--- config.mk ---
export PLATFORM = sky130hd
export DESIGN_NAME = xor_chain_decoder
export DESIGN_NICKNAME = d
export VERILOG_FILES = /design/src/rtl/xor_chain_decoder.sv
export SDC_FILE = /design/constraint.sdc
export NUM_CORES = 1
export LEC_CHECK = 0
export ABC_AREA = 1
export ABC_CLOCK_PERIOD_IN_PS = 4700
export BUFFER_PORTS_ARGS = -buffer_cell sky130_fd_sc_hd__buf_2
export CAP_MARGIN = 15
export CORE_MARGIN = 1
export CORE_UTILIZATION = 40
export CTS_CLUSTER_SIZE = 30
export DETAILED_ROUTE_END_ITERATION = 16
export GPL_TIMING_DRIVEN = 0
export PLACE_DENSITY = 0.59
export SYNTH_ARGS = -nofsm -noshare
export SYNTH_HDL_FRONTEND = slang
export SYNTH_SLANG_ARGS = --single-unit
--- constraint.sdc ---
create_clock -name clk -period 4.7 [get_ports clk]
set_clock_uncertainty 0.1 [all_clocks]
set_input_delay 0.47 -clock clk [delete_from_list [all_inputs] [get_ports clk]]
set_output_delay 0.47 -clock clk [all_outputs]
set_load 0.02 [all_outputs]
--- src/rtl/xor_chain_decoder.sv ---
// xor_chain_decoder: receive side of the XOR/invert correctness chain.
// Accepts one chain response word, peels off DEPTH inverse stages (one per
// clock), presents the recovered stimulus together with a match flag against
// the captured reference, and keeps saturating word/error counters.
//
// Handshake rule (both sides): a transfer happens on a rising edge where
// valid and ready are both high. s_ready is high only in IDLE. m_valid is
// high only in HOLD, where m_data/m_match stay frozen until m_ready.
module xor_chain_decoder #(
    parameter  int IO_PAIRS = 2,
    parameter  int DEPTH    = 1,
    parameter  int CNT_W    = 16,
    localparam int W        = 2 * IO_PAIRS
) (
    input  logic             clk,
    input  logic             rst,
    input  logic             s_valid,
    output logic             s_ready,
    input  logic [W-1:0]     s_data,
    input  logic [W-1:0]     s_ref,
    output logic             m_valid,
    input  logic             m_ready,
    output logic [W-1:0]     m_data,
    output logic             m_match,
    output logic [CNT_W-1:0] word_count,
    output logic [CNT_W-1:0] err_count,
    output logic             busy
);

    // Stage counter only needs to reach DEPTH-1; keep at least one bit.
    localparam int SCW = (DEPTH > 1) ? $clog2(DEPTH) : 1;
    localparam logic [SCW-1:0] LAST_STAGE = SCW'(DEPTH - 1);

    typedef enum logic [1:0] {
        IDLE   = 2'd0,
        UNWIND = 2'd1,
        HOLD   = 2'd2
    } state_t;

    state_t             state_q, state_d;
    logic [W-1:0]       work_q, work_d;
    logic [W-1:0]       ref_q, ref_d;
    logic [SCW-1:0]     stage_cnt_q, stage_cnt_d;
    logic [W-1:0]       m_data_q, m_data_d;
    logic               match_q, match_d;
    logic [CNT_W-1:0]   word_cnt_q, word_cnt_d;
    logic [CNT_W-1:0]   err_cnt_q, err_cnt_d;
    logic [W-1:0]       work_next;

    // One inverse stage: every pair updated from its pre-update value.
    function automatic logic [W-1:0] inv_stage(input logic [W-1:0] w);
        logic [W-1:0] r;
        r = w;
        for (int j = 0; j < IO_PAIRS; j++) begin
            r[2*j]   = ~w[2*j];
            r[2*j+1] = w[2*j+1] ^ ~w[2*j];
        end
        return r;
    endfunction

    // Saturating increment shared by both counters.
    function automatic logic [CNT_W-1:0] sat_inc(input logic [CNT_W-1:0] c);
        return (c == {CNT_W{1'b1}}) ? c : c + CNT_W'(1);
    endfunction

    // Result of applying the next stage to the current work word.
    always_comb begin
        work_next = inv_stage(work_q);
    end

    // Next-state logic for the FSM, datapath and counters.
    always_comb begin
        state_d     = state_q;
        work_d      = work_q;
        ref_d       = ref_q;
        stage_cnt_d = stage_cnt_q;
        m_data_d    = m_data_q;
        match_d     = match_q;
        word_cnt_d  = word_cnt_q;
        err_cnt_d   = err_cnt_q;

        case (state_q)
            IDLE: begin
                if (s_valid) begin
                    work_d      = s_data;
                    ref_d       = s_ref;
                    stage_cnt_d = '0;
                    state_d     = UNWIND;
                end
            end
            UNWIND: begin
                work_d      = work_next;
                stage_cnt_d = stage_cnt_q + SCW'(1);
                if (stage_cnt_q == LAST_STAGE) begin
                    // Output register is loaded only here so m_data keeps
                    // the previous word while a new one is being unwound.
                    m_data_d = work_next;
                    match_d  = (work_next == ref_q);
                    state_d  = HOLD;
                end
            end
            HOLD: begin
                if (m_ready) begin
                    word_cnt_d = sat_inc(word_cnt_q);
                    if (!match_q) begin
                        err_cnt_d = sat_inc(err_cnt_q);
                    end
                    state_d = IDLE;
                end
            end
            default: begin
                state_d = IDLE;
            end
        endcase
    end

    // State and datapath registers; reset discards any word in flight.
    always_ff @(posedge clk) begin
        if (rst) begin
            state_q     <= IDLE;
            work_q      <= '0;
            ref_q       <= '0;
            stage_cnt_q <= '0;
            m_data_q    <= '0;
            match_q     <= 1'b0;
            word_cnt_q  <= '0;
            err_cnt_q   <= '0;
        end else begin
            state_q     <= state_d;
            work_q      <= work_d;
            ref_q       <= ref_d;
            stage_cnt_q <= stage_cnt_d;
            m_data_q    <= m_data_d;
            match_q     <= match_d;
            word_cnt_q  <= word_cnt_d;
            err_cnt_q   <= err_cnt_d;
        end
    end

    // Output decode straight from the state register.
    always_comb begin
        s_ready    = (state_q == IDLE);
        m_valid    = (state_q == HOLD);
        busy       = (state_q != IDLE);
        m_data     = m_data_q;
        m_match    = match_q & (state_q == HOLD);
        word_count = word_cnt_q;
        err_count  = err_cnt_q;
    end

endmodule

==> flow_summary.json <==
{
  "setup_repair_after_global_routing_missed_its_margin": "false",
  "synthTopCellsByArea": "dfxtp_1 36%, nand2_1 17%, nor2_1 10%, inv_1 6.8%, nand3_1 6.2%",
  "share_comb_of_total_power": 0.104,
  "chipHeight_um": 83.3,
  "postSynthAreaPerCell_sq_um": 6.45,
  "critical_path.slowest_cell": "clkbuf_1",
  "critical-path-max-stage-delay_ps": 400,
  "met1_routed_length_um": 3100,
  "floorplan.core_area_sq_um": 6350,
  "detailed_place.area_sq_um": 2990,
  "clock-root-buffer": "clkbuf_8",
  "clock_pin_slew_of_the_registers_on_the_worst_case_setup_and_hold_paths_ps": 90,
  "holdPathStages": 3,
  "crit_type": "reg -> out",
  "drt-vias-per-instance": 4.72,
  "post_route_cells_drive_above_1_share": 0.175,
  "drt_iter0_markers": 101,
  "drt_first_pass_iters": 4,
  "overflow": 0,
  "maxClockFrequency_mhz": 505,
  "power.switching_uw": 217,
  "post_synth_inst_count": 410,
  "power.switching_fraction": 0.258,
  "ys_types": 26,
  "cts_inserted_buffers": 5,
  "drt.antenna.violating_nets": 0,
  "cts_resized": 0,
  "whs_endpoint": "ref_q[0]$_SDFFE_PP0P_",
  "grt_max_degree": 16,
  "cts.hold.buffers_added": 0,
  "syn-num-nets": 424,
  "yosys.cell_count.top_type": "nand2_1",
  "p_leak_uw": 0.00139,
  "syn_to_final_growth_pct": 17.7,
  "initial_utilization": 0.417,
  "yosys_warnings": 0,
  "wl_per_cell_um": 11.5,
  "tritoncts": "yes",
  "finalSetupViolations": 0,
  "io_buffers": 50,
  "synth_commonest_cells": "119 x nand2_1, 71 x nor2_1, 48 x dfxtp_1, 48 x inv_1, 33 x nand3_1",
  "synth_top_area_frac": 0.363,
  "timing_hold_violations_final": 0,
  "peakVddDrop_mv": 0.176,
  "seq_area_frac_synth": 0.363,
  "critPathMaxFanout": 10,
  "finalWirelength_um": 6250,
  "met3WireLength_um": 230,
  "r2r_start": "word_count[0]$_SDFFE_PP0P_",
  "layout_worst_path_cycle_share": 0.421,
  "cts_num_sinks": 48,
  "p_per_area_nw_per_um2": 270,
  "end_kind": "output pin",
  "gr-usage-all-layers": 0.185,
  "vias_in_the_first_global_route": 2306,
  "fillCellCount": 670,
  "die_w_um": 83.3,
  "worst_pin_slew_ps": 695,
  "insertion_delay_ps": 310,
  "htree_num_levels": 2,
  "mapped_cell_area_sq_um": 2650,
  "stdcell_area_sq_um": 3110,
  "antenna_violations_before_repair": 0,
  "nets": 481,
  "power_frac_seq": 0.512,
  "synth_top_area_cell": "dfxtp_1",
  "postSynthRegisterBits": 48,
  "routed-via-count": 2570,
  "count_of_buffers_added_by_post_cts_timing_repair_for_setup": 0,
  "reg2reg_to": "word_count[4]$_SDFFE_PP0P_",
  "status": "complete, no violations",
  "final_slew_viol_count": 0,
  "yosys_most_used_dff": "dfxtp_1",
  "cts-root-to-sink-buffers": 2,
  "fin_worst_hold_slack_ps": 310,
  "worst-r2r-setup-slack_ps": 2880,
  "setup_tns_ps": 0,
  "utilization": 0.490,
  "reg2regPathDepth": 7,
  "finalWeightedCongestion": 0.798,
  "clock_network_power_share": 0.384,
  "finalCriticalPeriod_ps": 1980,
  "synth-async-reset-ratio": 0,
  "worst_hold_path_type": "in -> reg",
  "critPathRequiredTime_ps": 4130,
  "maxcap_violations": 0,
  "cp.arrival_ps": 1410,
  "num_ports": 52,
  "post_route_drc_violation_count": 0,
  "route.top_layer_used": "met4",
  "first_pass_grt_wire_length_um": 10500,
  "num_antenna_cells": 0,
  "fp-row-count": 29,
  "setup.worst_path.start_class": "flop",
  "crit_path_cell_trace": "inv_1, clkbuf_1, nor2_1, buf_2",
  "design.die.area_sq_um": 6940,
  "cell_internal_pwr_uw": 624,
  "synth-edff-count": 0,
  "dp_hpwl_um": 4600,
  "max_slew_margin": 0.537,
  "hp-start": "s_ref[0]",
  "detailroute.wirelength.met2_um": 2870
}
-- how the worst max path moves through the flow --
stage                                     startpoint                          to  slack [ps]  cells past startpoint
final                           match_q$_SDFFE_PP0P_                     m_match        2720                      4
after global routing            match_q$_SDFFE_PP0P_                     m_match        2600                      4
after global placement     err_count[0]$_SDFFE_PP0P_  err_count[15]$_SDFFE_PP0P_        2890                     10
after floorplan           word_count[0]$_SDFFE_PP0P_  word_count[2]$_SDFFE_PP0P_        2970                      9
after CTS                       match_q$_SDFFE_PP0P_                     m_match        2720                      4
after detailed placement  word_count[0]$_SDFFE_PP0P_  word_count[6]$_SDFFE_PP0P_        2850                      7
-- metal layers --
| layer | up-vias | track usage |
|---|---|---|
| met5 | - | 0 |
| met4 | 0 | 0.0470 |
| met3 | 5 | 0.0378 |
| met2 | 46 | 0.313 |
| met1 | 1123 | 0.241 |
| li1 | 1396 | - |
-- cells by family after synthesis --
family,count (synthesis),synth area share
buffers and inverters,59,0.0894
flip-flops,48,0.363
AND/OR/NAND/NOR,248,0.406
XOR/XNOR,10,0.0331
adder cells (fa/ha/maj),2,0.00946
AO/OA/AOI/OAI,43,0.0984
-- cell usage in the layout, fill, tap and decap left out, drive strengths merged --
master | netlist | routed
nor2 | 80 | 80
o21a | 3 | 3
nand4 | 7 | 7
dfxtp | 48 | 48
buf | 3 | 53
xnor2 | 4 | 4
o21ai | 11 | 11
nand3b | 3 | 3
ha | 2 | 2
clkbuf | 5 | 11
clkinv | 2 | 3
xor2 | 6 | 6
o221ai | 2 | 2
a21oi | 27 | 27
nand3 | 34 | 34
bufinv | 0 | 1
inv | 49 | 49
nand2 | 124 | 124
-- cell type report --
cell class                      count  area, sq um  area share
Timing Repair Buffer               50          250      0.0804
Clock inverter                      2         38.8      0.0125
Sequential cell                    48          961       0.309
Buffer                              8         45.0      0.0145
Inverter                           51          191      0.0615
Tap cell                           77         96.3      0.0309
Multi-Input combinational cell    303         1450       0.465
Clock buffer                        6         82.6      0.0265
-- flip-flops by register name (all words and copies together) (netlist names) --
register and flops:
stage_cnt_q 1, ref_q 4, err_count 16, match_q 1
word_count 16, state_q 2, m_data 4, work_q 4
-- stage by stage --
stage          setup slack [ps]  power (uW)  std cells
6_report                   2720         841        545
5_1_grt                    2600         878        545
4_1_cts                    2720         852        545
3_5_place_dp               2850         528        537
3_3_place_gp               2890         527        537
2_1_floorplan              2970         501        410
-- worst max-delay path: cells and delay by family (launching register included) --
| kind | cells | cell delay [ps] |
|---|---|---|
| buffers and inverters | 3 | 670 |
| and+or+nand+nor | 1 | 90 |
| DFF | 1 | 340 |
-- power by group through the flow --
| stage | logic (uW) | registers [uW] | clock network [uW] |
|---|---|---|---|
| after detailed placement | 87.7 | 440 | 0 |
| after global placement | 86.7 | 440 | 0 |
| after global routing | 98.0 | 432 | 348 |
| after floorplan | 57.2 | 444 | 0 |
| after CTS | 88.1 | 431 | 333 |
| final | 87.4 | 431 | 323 |
Power figures use the tool's default switching activity.
